## src/rtl/spi_slave_frame.sv

```systemverilog
// Oversampled SPI slave: one {cmd, payload} frame per SS_n assertion, read data shifted out MSB first.
// rx_valid/err pulses land the cycle after the deciding CLK edge; tx side waits on tx_valid with optional timeout.
module spi_slave_frame #(
    parameter int PAY_W      = 8,
    parameter int DATA_W     = 8,
    parameter int TX_TIMEOUT = 16
) (
    input  logic              CLK,
    input  logic              rst,
    input  logic              SS_n,
    input  logic              MOSI,
    input  logic [DATA_W-1:0] tx_data,
    input  logic              tx_valid,
    output logic              MISO,
    output logic [PAY_W+1:0]  rx_data,
    output logic              rx_valid,
    output logic              busy,
    output logic              err_abort,
    output logic              err_seq,
    output logic              err_timeout
);

    localparam int FRAME_W = PAY_W + 2;
    localparam int BC_W    = $clog2(FRAME_W + 1);
    localparam int TO_W    = (TX_TIMEOUT > 0) ? $clog2(TX_TIMEOUT + 1) : 1;
    localparam int TC_W    = $clog2(DATA_W + 1);

    localparam logic [2:0] S_IDLE    = 3'd0;
    localparam logic [2:0] S_RECV    = 3'd1;
    localparam logic [2:0] S_TX_WAIT = 3'd2;
    localparam logic [2:0] S_TX      = 3'd3;
    localparam logic [2:0] S_DONE    = 3'd4;

    localparam logic [1:0] CMD_WR_ADDR = 2'b00;
    localparam logic [1:0] CMD_WR_DATA = 2'b01;
    localparam logic [1:0] CMD_RD_ADDR = 2'b10;
    localparam logic [1:0] CMD_RD_DATA = 2'b11;

    localparam logic [BC_W-1:0] BC_LAST = BC_W'(FRAME_W - 1);
    localparam logic [TO_W-1:0] TO_LAST = TO_W'(TX_TIMEOUT - 1);
    localparam logic [TO_W-1:0] TO_MAX  = '1;
    localparam logic [TC_W-1:0] TC_LAST = TC_W'(DATA_W);

    logic [2:0]         state;
    logic [FRAME_W-2:0] shift_reg;
    logic [BC_W-1:0]    bit_cnt;
    logic [TO_W-1:0]    to_cnt;
    logic [DATA_W-1:0]  tx_sh;
    logic [TC_W-1:0]    tx_cnt;
    logic               rd_pend;
    logic [FRAME_W-1:0] frame_full;
    logic               in_transfer;

    // Frame as it stands including the bit being sampled on this edge.
    assign frame_full  = {shift_reg, MOSI};
    assign in_transfer = (state == S_RECV) || (state == S_TX_WAIT) || (state == S_TX);
    assign busy        = (state != S_IDLE);

    always_ff @(posedge CLK or posedge rst) begin
        if (rst) begin
            state       <= S_IDLE;
            shift_reg   <= '0;
            bit_cnt     <= '0;
            to_cnt      <= '0;
            tx_sh       <= '0;
            tx_cnt      <= '0;
            rd_pend     <= 1'b0;
            MISO        <= 1'b0;
            rx_data     <= '0;
            rx_valid    <= 1'b0;
            err_abort   <= 1'b0;
            err_seq     <= 1'b0;
            err_timeout <= 1'b0;
        end else begin
            rx_valid    <= 1'b0;
            err_abort   <= 1'b0;
            err_seq     <= 1'b0;
            err_timeout <= 1'b0;

            // Deselect mid-transfer beats every other event on the same edge.
            if (SS_n && in_transfer) begin
                state     <= S_IDLE;
                err_abort <= 1'b1;
                MISO      <= 1'b0;
            end else begin
                case (state)
                    S_IDLE: begin
                        if (!SS_n) begin
                            shift_reg <= {{(FRAME_W-2){1'b0}}, MOSI};
                            bit_cnt   <= BC_W'(1);
                            state     <= S_RECV;
                        end
                    end

                    S_RECV: begin
                        if (bit_cnt == BC_LAST) begin
                            rx_data <= frame_full;
                            case (frame_full[FRAME_W-1 -: 2])
                                CMD_WR_ADDR, CMD_WR_DATA: begin
                                    rx_valid <= 1'b1;
                                    state    <= S_DONE;
                                end
                                CMD_RD_ADDR: begin
                                    rx_valid <= 1'b1;
                                    rd_pend  <= 1'b1;
                                    state    <= S_DONE;
                                end
                                CMD_RD_DATA: begin
                                    if (rd_pend) begin
                                        rx_valid <= 1'b1;
                                        to_cnt   <= '0;
                                        state    <= S_TX_WAIT;
                                    end else begin
                                        err_seq <= 1'b1;
                                        state   <= S_DONE;
                                    end
                                end
                                default: state <= S_DONE;
                            endcase
                        end else begin
                            shift_reg <= frame_full[FRAME_W-2:0];
                            bit_cnt   <= bit_cnt + 1'b1;
                        end
                    end

                    S_TX_WAIT: begin
                        if (tx_valid) begin
                            tx_sh  <= tx_data << 1;
                            MISO   <= tx_data[DATA_W-1];
                            tx_cnt <= TC_W'(1);
                            state  <= S_TX;
                        end else if ((TX_TIMEOUT != 0) && (to_cnt == TO_LAST)) begin
                            err_timeout <= 1'b1;
                            rd_pend     <= 1'b0;
                            state       <= S_DONE;
                        end else if (to_cnt != TO_MAX) begin
                            to_cnt <= to_cnt + 1'b1;
                        end
                    end

                    S_TX: begin
                        if (tx_cnt == TC_LAST) begin
                            MISO    <= 1'b0;
                            rd_pend <= 1'b0;
                            state   <= S_DONE;
                        end else begin
                            MISO   <= tx_sh[DATA_W-1];
                            tx_sh  <= tx_sh << 1;
                            tx_cnt <= tx_cnt + 1'b1;
                        end
                    end

                    S_DONE: begin
                        if (SS_n) begin
                            state <= S_IDLE;
                        end
                    end

                    default: state <= S_IDLE;
                endcase
            end
        end
    end

endmodule
```

## config.mk

```make
export PLATFORM = sky130hd
export DESIGN_NAME = spi_slave_frame
export DESIGN_NICKNAME = d
export VERILOG_FILES = /design/src/rtl/spi_slave_frame.sv
export SDC_FILE = /design/constraint.sdc
export NUM_CORES = 1
export LEC_CHECK = 0
export BUFFER_PORTS_ARGS = -buffer_cell sky130_fd_sc_hd__buf_2
export CAP_MARGIN = 20
export CORE_MARGIN = 2
export CORE_UTILIZATION = 40
export DETAILED_ROUTE_END_ITERATION = 10
export PLACE_DENSITY_LB_ADDON = 0.12
export SLEW_MARGIN = 20
export SYNTH_ARGS = -nofsm -noshare
export SYNTH_HDL_FRONTEND = slang
export SYNTH_SLANG_ARGS = --single-unit
```

## constraint.sdc

```tcl
create_clock -name CLK -period 4.4 [get_ports CLK]
set_input_delay 0.22 -clock CLK [delete_from_list [all_inputs] [get_ports CLK]]
set_output_delay 0.22 -clock CLK [all_outputs]
set_load 0.03 [all_outputs]
```

== Word-level counts from Yosys, hierarchy flattened ==
Index checks and enable logic that the tools add are counted.

* Register bits: 49
* Input bits: 13
* Output and inout port bits: 16
* Word-level logic and storage cells: 120

* Add/sub/neg operators: 3
* Equal/unequal tests: 30
* Multiplexer cells: 54
* Bitwise gates (word level): 1
* Reduce and logical (&&, ||, !) cells: 19

{| class="wikitable"
|+ Operator list
! cell !! count
|-
| $mux 5 || 6
|-
| $mux 3 || 8
|-
| $mux 1 || 22
|-
| $mux 9 || 2
|-
| $pmux 9 s2 || 1
|-
| $mux 4 || 4
|-
| $mux 8 || 2
|-
| $pmux 4 s2 || 2
|-
| $pmux 8 s2 || 1
|-
| $pmux 3 s5 || 1
|-
| $ne 2x2->1 const B || 7
|-
| $ne 2x1->1 const B || 6
|-
| $pmux 5 s2 || 1
|-
| $reduce_bool 3->1 || 3
|-
| $add 4x1->4 const B || 2
|-
| $eq 4x4->1 const B || 2
|-
| $reduce_and 4->1 || 2
|-
| $reduce_and 8->1 || 1
|-
| $reduce_and 7->1 || 1
|-
| $eq 3x2->1 const B || 2
|-
| $ne 3x1->1 const B || 2
|-
| $ne 3x3->1 const B || 2
|-
| $pmux 3 s2 || 1
|-
| $reduce_bool 2->1 || 3
|-
| other kinds (20) || 23
|}

== Longest topological paths before layout ==
Gate-level depths: netlist of run 1.

* Depth after elaboration: 6
* Gate-level depth with buffers: 8

== Worst setup path after synthesis of run 1 ==
OpenSTA, ideal clock, no wires.

* Kind: register to register
* Start: register tx_cnt[0]
* End: register tx_cnt[3]
* Library setup time: 0.135 ns
* Arrival: 1.744 ns
* Required time: 4.265 ns
* Slack: 2.521 ns
* Cell stages (with the launch flop): 9
* Clock period less this slack: 1.879 ns
* Path through: dfrtp_1 > inv_1 > ha_1 > and3b_1 > buf_6 > a2111oi_4 > nand4_1 > xor2_1 > nor2_1

* Longest elaborated chain between the ends: 3
* Elaborated cells on any way between the ends: 6

{| class="wikitable"
|+ RTL lines
! what !! line !! source
|-
| from (decl) || 49 || <nowiki>logic [TC_W-1:0] tx_cnt;</nowiki>
|-
| from (signal assigned) || 149 || <nowiki>tx_cnt <= tx_cnt + 1'b1;</nowiki>
|-
| $add 4x1->4 / $eq 4x4->1 (equally long branches) || 149, 142 ||
|-
| $mux 4 / $ne 2x2->1 (equally long branches) || -- ||
|-
| $pmux 4 s2 / $reduce_and 4->1 (equally long branches) || -- ||
|}

Parallel ways exist; a longest one is shown, timed or not. The select of a mux whose other input is x is not followed.
A chain may end at the register's enable or synchronous reset.

== Worst setup path after layout of run 1 ==
* Start: register state[1]
* End: register tx_cnt[3]

* Longest elaborated chain between the ends: 6
* Elaborated cells on any way between the ends: 12

{| class="wikitable"
|+ RTL lines
! what !! line !! source
|-
| from (decl) || 44 || <nowiki>logic [2:0] state;</nowiki>
|-
| from (signal assigned) || 61 || <nowiki>state <= S_IDLE;</nowiki>
|-
| from (signal assigned) || 82 || <nowiki>state <= S_IDLE;</nowiki>
|-
| from (signal assigned) || 91 || <nowiki>state <= S_RECV;</nowiki>
|-
| $eq 3x1->1 / $eq 3x2->1 (equally long branches) || 56, 86 ||
|-
| $logic_or 1x1->1 (2 in series) || 56 || <nowiki>assign in_transfer = (state == S_RECV) || (state == S_TX_WAIT) || (state == S_TX);</nowiki>
|-
| $logic_and 1x1->1 || 81 || <nowiki>if (SS_n && in_transfer) begin</nowiki>
|-
| $not 1->1 (no source line) || -- ||
|-
| $reduce_and 4->1 (no source line) || -- ||
|}

Parallel ways exist; a longest one is shown, timed or not.

==> results of run 1 <==
[critical path: stages, from the launching register on]
cell and delay, ns:
dfrtp_1 0.70, nand2b_1 0.26, a2111oi_4 0.91, nand4_1 0.20, xor2_1 0.16, nor2_1 0.05
[where the power goes]
part / switching, mW / internal (mW) / total [mW]
sequential: 0.0565 / 0.490 / 0.547
combinational: 0.144 / 0.0853 / 0.229
clock: 0.168 / 0.117 / 0.285
total: 0.368 / 0.693 / 1.06
[layout make-up]
type,instances,area [um2]
clock buffers,5,68.8
inverters,12,46.3
multi-input cells,165,1050
flip-flops and latches,48,1200
well taps,72,90.1
repair buffers,28,140
clock inverters,3,26.3
fillers,572,2990
[logic make-up after synthesis]
kind of cell	synth area share, %
buf+inv	4.87
fa+ha+maj	3.71
simple gates	20.4
compound gates	11.3
xor+xnor	1.11
flops	50.8
mux	7.78
[metal layers]
| layer | vias to the layer above | part of all wire [%] | wire length, um |
|---|---|---|---|
| li1 | 858 | - | - |
| met1 | 798 | 52 | 2360 |
| met2 | 31 | 42 | 1920 |
| met3 | 6 | 4.3 | 195 |
| met4 | 0 | 1.5 | 70 |
| met5 | - | 0 | 0 |
[through the flow]
stage | power [mW] | utilization [%] | hold slack, ns | setup WS, ns
floorplan | 0.729 | - | 0.325 | 2.52
global placement | 0.784 | 45.0 | 0.436 | 2.03
detailed placement | 0.781 | 45.0 | 0.441 | 1.99
CTS | 1.07 | 46.7 | 0.112 | 1.98
global route | 1.12 | 46.7 | 0.0914 | 1.74
finish | 1.06 | 46.7 | 0.0263 | 1.99
[path summary, 6_finish.rpt]
check,cells after the start,slack (ns),to
hold reg to reg,2,0.50,shift_reg[2]
setup reg to reg,5,1.99,tx_cnt[3]
min in group CLK,3,0.12,shift_reg[0]
setup / recovery,5,1.99,tx_cnt[3]
max in group asynchronous,2,3.88,bit_cnt[1]
hold / removal,2,0.03,rx_data[8]
[cell usage in the layout, fill, tap and decap left out, types with 2 or more instances in the layout]
cell and count:
nand2b_1 6, nand3_1 10, o31ai_1 2, buf_2 28
a21oi_1 15, and3b_1 3, o21ai_0 17, clkbuf_8 5
dfrtp_1 48, ha_1 7, mux2i_1 6, nor3b_1 2
or3_1 4, nand4_1 2, inv_1 11, mux2_2 11
nor2_1 25, nor3_1 3, xor2_1 2, nand2_1 25
inv_6 2, and3_1 3, nand3b_1 2
==> reports/qor.yml, run 1 <==
rsz0062_at_grt: "no"
wl_mm: 4.54
status: "completed"
first_iter_violations: 115
design_area_um2: 2620
ctsHtreeMaxLevel: 2
required_ns: 4.58
cts_hold_buf: 0
startpoint_type: "register"
ios: 29
fin_crit_ns: 2.41
portBuffers: 28
grt_pass1_vias: 1624
drc_errors: 0
drive_gt1_share_pct: 20.3
powerDensity_nw_per_um2: 405
worstPathArrival_ns: 2.59
worst_slew_pin_slew_ns: 0.943
clock-sinks: 48
syn_to_final_growth_pct: 10.9
final_nets: 280
antenna_cells: 0
synthCells: 236
rows: 27
first_pass_iters: 4
synthArstFlopShare_pct: 100
routed_via_density: 5.08
critPathCaptureType: "register"
ys_ff_latch: 48
numCtsBuffers: 5
synth_edf_count: 0
yosysTopAreaCell: "dfrtp_1"
dieArea_um2: 6540
gp_congestion: 0.776
synthTopCellsByCount: "48 x dfrtp_1, 25 x nand2_1, 25 x nor2_1"
placed_cells: 325
hp-class: "input pin to async pin"
cts-resized-gates: 0
grt_use_met3_pct: 4.11
synth_flop_cell: "dfrtp_1"
grtUsageMet2_pct: 22.3
grt_util_met1_pct: 21.8
peakVddDrop_v: 0.000193
start_util_pct: 42.1
postCtsSetupRepairBufs: 0
fp.dieH_um: 80.9
dpl_cell_area_um2: 2520
track_usage_pct: 15.3
root_buffer: "clkbuf_8"
clk_pin_slew_ns: 0.10
skew_ns: 0.00786
yosys_warnings: 0
syn_avg_cell_area_um2: 10.0
grt_most_used_layer: "met2"
syn_area_um2: 2360
fmax_mhz: 414
vias: 1693
cellLeakagePower_nw: 1.33
ys_top_cells_by_area: "dfrtp_1 51%, mux2_2 5.2%, nand2_1 4.0%, nor2_1 4.0%, ha_1 3.7%"
postRouteAntennaNets: 0
grt_pass1_wl_mm: 7.67
final_cells: 333
wire_per_inst_um: 13.6
crit_type: "register to register"
ys_seq_area_share_pct: 50.8
core-area_um2: 5610
slew-limit-headroom_pct: 37.2
path_max_fanout: 19
setup_viol: 0
yosysTopAreaCellShare_pct: 50.8
synth.distinct_cells: 43
critPathLaunch: "state[1]"
clockBufferDepth: 2
largest_reg_flops: 10
fin_crit_sh_pct: 54.8
drv_slew: 0
yosysMostFrequentCell: "dfrtp_1"
tns_ns: 0
r2r-start: "state[1]"
hold_violations: 0
hpwlAfterDp_mm: 3.08
overflow: 0
grt_max_degree: 49
maxCapViolations: 0
antenna_found_initial: 0
die_x_um: 80.9
clk_latency_ns: 0.31
synthesis.nets: 256
cts_tree: "built"
Note: power is estimated with default switching activity, not from simulation.
==> inputs of run 2 (changes only) <==
==> constraint.sdc (replaced) <==
create_clock -name CLK -period 2.46 [get_ports CLK]
set_input_delay 0.123 -clock CLK [delete_from_list [all_inputs] [get_ports CLK]]
set_output_delay 0.123 -clock CLK [all_outputs]
set_load 0.03 [all_outputs]
==> reports/qor.yml, run 2 (synthesis results as in run 1) <==
status: "completed"
vias: 1729  # +2.1%
min_from: "tx_data[0]"
first_iter_violations: 100  # -13%
layout_commonest_cell: "dfrtp_1"
max_stage_delay_ns: 0.42  # -0.49 ns
start_util_pct: 42.1  # unchanged
path_max_fanout: 5  # -14
setup_viol: 0  # unchanged
fp.dieH_um: 80.9  # unchanged
fin_crit_sh_pct: 86.0  # +31 points
postRouteAntennaNets: 0  # unchanged
track_usage_pct: 15.8  # +0.48 points
powerDensity_nw_per_um2: 711  # +75%
startpoint_type: "register"
critPathCaptureType: "register"
tns_ns: 0  # unchanged
grt_max_degree: 32  # -35%
antenna_cells: 0  # unchanged
switching_share_pct: 33.3  # -1.4 points
hp-class: "input pin to register"
grt_pass1_wl_mm: 7.94  # +3.5%
portBuffers: 28  # unchanged
cp_common_cell: "ha_1"
clockBufferDepth: 2  # unchanged
worstPathArrival_ns: 2.34  # -0.25 ns
core-area_um2: 5610  # unchanged
slew-limit-headroom_pct: 61.4  # +24 points
grt_use_met3_pct: 4.33  # +0.22 points
wire_per_inst_um: 13.3  # -2.3%
fin_crit_ns: 2.12  # -0.297 ns
routed_via_density: 5.07  # -0.27%
final_nets: 288  # +2.9%
numCtsBuffers: 5  # unchanged
grt_pass1_vias: 1670  # +2.8%
grt_util_met1_pct: 23.0  # +1.2 points
root_buffer: "clkbuf_8"
r2r-start: "to_cnt[0]"
ff2ff_setup_slack_ns: 0.34  # -1.64 ns
grtUsageMet2_pct: 22.6  # +0.33 points
hold_violations: 0  # unchanged
worst_slew_pin_slew_ns: 0.578  # -0.365 ns
ctsHtreeMaxLevel: 2  # unchanged
p_sw_uw: 635  # +73%
antenna_found_initial: 0  # unchanged
clk_pin_slew_ns: 0.09  # about the same
clock-sinks: 48  # unchanged
cts_tree: "built"
first_pass_iters: 4  # unchanged
dieArea_um2: 6540  # unchanged
comb_power_share_pct: 22.2  # +0.6 points
reg2reg_to: "to_cnt[4]"
whs_endpoint: "tx_sh[1]"
drc_errors: 0  # unchanged
gp_congestion: 0.811  # +4.5%
required_ns: 2.69  # -1.89 ns
rsz0062_at_grt: "no"
rr_worst_depth: 8  # +3
ios: 29  # unchanged
peakVddDrop_v: 0.000457  # +140%
fmax_mhz: 473  # +14%
crit_type: "register to register"
hpwlAfterDp_mm: 3.23  # +4.9%
cp_cell_sequence: "ha_1, and3_1, ha_1, nor3_1, and3b_1, a21oi_1, or3_1, o21ai_0"
cellLeakagePower_nw: 1.36  # +2.6%
intPower_mw: 1.27  # +84%
grt_most_used_layer: "met1"
die_x_um: 80.9  # unchanged
pre_cts_ws_ns: 0.356  # -1.63 ns
power_frac_clock_pct: 26.6  # -0.2 points
fin_ws_ns: 0.344  # -1.64 ns
hold-path-cell-count: 3
drv_slew: 0  # unchanged
p_seq_share_pct: 51.2  # -0.4 points
rows: 27  # unchanged
syn_to_final_growth_pct: 13.6
final_cell_mix: "48 x dfrtp_1, 28 x buf_2, 25 x nor2_1, 25 x nand2_1, 17 x o21ai_0"
clk_latency_ns: 0.30  # about the same
largest_reg_flops: 10  # unchanged
wl_mm: 4.54  # about the same
drive_gt1_share_pct: 22.3  # +2.0 points
overflow: 0  # unchanged
skew_ns: 0.00334  # -0.00452 ns
slowest_stage: "dfrtp_1"
maxCapViolations: 0  # unchanged
run 2: power by group through the flow:
stage | sequential (mW) | combinational, mW | clock, mW
5_1_grt | 0.998 | 0.488 | 0.555
3_3_place_gp | 0.990 | 0.425 | 0
6_report | 0.977 | 0.423 | 0.506
4_1_cts | 0.976 | 0.429 | 0.521
3_5_place_dp | 0.991 | 0.425 | 0
2_1_floorplan | 0.970 | 0.334 | 0
run 2: worst max-delay path by stage:
stage                           from          to
after global routing       to_cnt[0]   to_cnt[4]
after global placement     to_cnt[0]   to_cnt[4]
after floorplan            tx_cnt[0]   tx_cnt[3]
final                      to_cnt[0]   to_cnt[4]
after detailed placement  bit_cnt[0]  bit_cnt[3]
after CTS                 bit_cnt[0]  bit_cnt[3]
run 2: area by class of cell:
cell class                 count  area [um2]
fill                         550        2920
inverter                      12        45.0
tap                           72        90.1
multi-input combinational    165        1050
clock buffer                   6        82.6
timing repair buffer          36         203
clock inverter                 2        15.0
sequential                    48        1200
run 2: critical path, delay by kind of cell, from the launching register on:
family          cells  cell delay (ns)
compound gates      2             0.16
flops               1             0.42
simple gates        4             0.98
fa+ha+maj           2             0.47
run 2: routing by layer:
layer  vias to the layer above  wire (um)
met5                         -          0
met4                         0         53
met3                         5        170
met2                        32       1920
met1                       814       2400
li1                        878          -
run 2: what timing repair did:
item / CTS / global route
hold buffers: 1 / 0
hold endpoints to repair: 17 / 0
gates resized for setup: 0 / 0
endpoints found under the setup margin: 0 / 0
buffers inserted: 0 / 0
run 2: metrics by stage:
step / util, % / power (mW) / hold slack, ns / area [um2] / instances
after floorplan: - / 1.30 / 0.228 / 2360 / 236
after global placement: 45.9 / 1.42 / 0.126 / 2580 / 332
after detailed placement: 45.9 / 1.42 / 0.125 / 2580 / 332
after CTS: 47.9 / 1.93 / 0.0280 / 2680 / 341
after global routing: 47.9 / 2.04 / 0.0265 / 2680 / 341
final: 47.9 / 1.91 / 0.0296 / 2680 / 341
==> inputs of run 3 (changes only) <==
--- a/config.mk
+++ b/config.mk
@@ -5,6 +5,7 @@
 export SDC_FILE = /design/constraint.sdc
 export NUM_CORES = 1
 export LEC_CHECK = 0
+export ABC_AREA = 1
 export BUFFER_PORTS_ARGS = -buffer_cell sky130_fd_sc_hd__buf_2
 export CAP_MARGIN = 20
 export CORE_MARGIN = 2
==> reports/qor.yml, run 3 <==
yosysTopAreaCellShare_pct: 49.2  # -1.6 points
rsz0062_at_grt: "no"
worstPathArrival_ns: 2.06  # -0.28 ns
antenna_found_initial: 0  # unchanged
yosysTopAreaCell: "dfrtp_1"
max_stage_delay_ns: 0.52  # +0.10 ns
ys_top_cells_by_area: "dfrtp_1 49%, nand2_1 13%, inv_1 5.1%, o21ai_0 4.3%, o21ai_1 4.3%"
seq_area_um2: 1200  # unchanged
slew-limit-headroom_pct: 53.0  # -8.4 points
hold_violations: 0  # unchanged
startpoint_type: "register"
ctsHtreeMaxLevel: 2  # unchanged
required_ns: 2.66  # -0.03 ns
multiInputGateArea_um2: 1050  # +0.24%
overflow: 0  # unchanged
rows: 28  # +3.7%
placed_cells: 397  # +20%
critPathLaunch: "state[2]"
tns_ns: 0  # unchanged
wl_mm: 4.70  # +3.5%
track_usage_pct: 15.7  # -0.071 points
syn_avg_cell_area_um2: 8.21  # -18%
ys_seq_area_share_pct: 49.2  # -1.6 points
maxCapViolations: 0  # unchanged
clk_pin_slew_ns: 0.10  # about the same
path_max_fanout: 22  # +17
largest_reg_flops: 10  # unchanged
grt_pass1_wl_mm: 7.98  # +0.53%
rr_worst_depth: 5  # -3
synthArstFlopShare_pct: 100  # unchanged
antenna_cells: 0  # unchanged
grt_max_degree: 30  # -6.3%
portBuffers: 28  # unchanged
fin_ws_ns: 0.605  # +0.261 ns
synth_flop_cell: "dfrtp_1"
drive_gt1_share_pct: 19.3  # -3.0 points
drv_slew: 0  # unchanged
setup_viol: 0  # unchanged
fmax_mhz: 539  # +14%
r2r-start: "state[2]"
syn_area_um2: 2440  # +3.2%
grt_pass1_vias: 1739  # +4.1%
worst_slew_pin_slew_ns: 0.703  # +0.125 ns
wire_per_inst_um: 11.6  # -13%
final_cell_mix: "84 x nand2_1, 48 x dfrtp_1, 32 x inv_1, 28 x buf_2"
clk_latency_ns: 0.30  # about the same
final_nets: 350  # +22%
final_cells: 406  # +19%
root_buffer: "clkbuf_8"
ff2ff_setup_slack_ns: 0.61  # +0.26 ns
clock-sinks: 48  # unchanged
crit_type: "register to register"
dieArea_um2: 6740  # +3.1%
hpwlAfterDp_mm: 3.49  # +8.0%
ys_ff_latch: 48  # unchanged
synthTopCellsByCount: "84 x nand2_1, 48 x dfrtp_1, 33 x inv_1"
yosys_warnings: 0  # unchanged
slowest_stage: "nand3_1"
reg2reg_to: "rx_data[8]"
fillers: 595  # +8.2%
skew_ns: 0.00936  # +0.00602 ns
synthCells: 297  # +26%
core-area_um2: 5920  # +5.6%
hp-class: "input pin to register"
cp_cell_sequence: "inv_2, nand2_2, nor2_4, nand3_1, o21ai_0"
postRouteAntennaNets: 0  # unchanged
synth.distinct_cells: 27  # -37%
fin_crit_sh_pct: 75.4  # -11 points
whs_endpoint: "tx_sh[1]"
numCtsBuffers: 5  # unchanged
layout_commonest_cell: "nand2_1"
postCtsSetupRepairBufs: 0  # unchanged
synthesis.nets: 317  # +24%
first_iter_violations: 80  # -20%
synth_edf_count: 0  # unchanged
first_pass_iters: 4  # unchanged
hold-path-cell-count: 3  # unchanged
vias: 1907  # +10%
cts_tree: "built"
routed_via_density: 4.70  # -7.4%
cellLeakagePower_nw: 1.45  # +6.2%
pre_cts_ws_ns: 0.610  # +0.254 ns
gp_congestion: 0.790  # -2.6%
power_mw: 2.27  # +19%
min_from: "tx_data[0]"
powerDensity_nw_per_um2: 825  # +16%
ios: 29  # unchanged
status: "completed"
fin_crit_ns: 1.85  # -0.261 ns
start_util_pct: 41.2  # -0.94 points
critPathCaptureType: "register"
clockBufferDepth: 2  # unchanged
syn_to_final_growth_pct: 13.0
drc_errors: 0  # unchanged
yosysMostFrequentCell: "nand2_1"
peakVddDrop_v: 0.000291  # -36%
die_x_um: 82.1  # +1.5%
fp.dieH_um: 82.1  # +1.5%
run 3: worst max-delay path by stage:
stage                 end  slack [ns]  cells after the start
4_1_cts        rx_data[8]        0.58                      5
3_5_place_dp   rx_data[8]        0.61                      5
3_3_place_gp     rx_valid        0.70                      5
5_1_grt        rx_data[8]        0.34                      5
2_1_floorplan   to_cnt[2]        0.88                      9
6_report       rx_data[8]        0.61                      5
run 3: layout make-up:
class | count | area share [%]
Sequential cell | 48 | 43.6
Tap cell | 75 | 3.40
Inverter | 39 | 5.31
Clock inverter | 3 | 0.862
Clock buffer | 5 | 2.50
Timing Repair Buffer | 32 | 6.26
Multi-Input combinational cell | 204 | 38.1
run 3: power by group:
part | internal [mW] | switching [mW]
Combinational | 0.241 | 0.513
Sequential | 0.931 | 0.108
Clock | 0.202 | 0.281
run 3: per-layer routing:
metal	global-route usage (%)	routed length, um
met3	2.72	164
met4	6.50	70
met2	23.2	2060
met1	22.8	2410
met5	0	0
run 3: critical path, delay by kind of cell, from the launching register on:
kind | cells | cell delay (ns)
AND/OR/NAND/NOR | 3 | 0.73
AO/OA/AOI/OAI | 1 | 0.37
flip-flops | 1 | 0.49
buffers and inverters | 1 | 0.15
run 3: cell families after synthesis:
group	after synthesis	share of synthesized area, %
simple gates	144	27.2
buf+inv	45	7.74
fa+ha+maj	7	3.59
flops	48	49.2
compound gates	48	10.5
xor+xnor	5	1.79
run 3: through the flow:
step / utilization, % / hold WS, ns / area [um2]
final: 46.6 / 0.0825 / 2760
after global routing: 46.6 / 0.0881 / 2760
after CTS: 46.6 / 0.0761 / 2760
after detailed placement: 44.8 / 0.250 / 2650
after global placement: 44.8 / 0.248 / 2650
after floorplan: - / 0.275 / 2440
run 3: repair_timing:
action / CTS / global route
hold endpoints to repair: 27 / 0
hold buffers: 1 / 0
gates resized for setup: 0 / 0
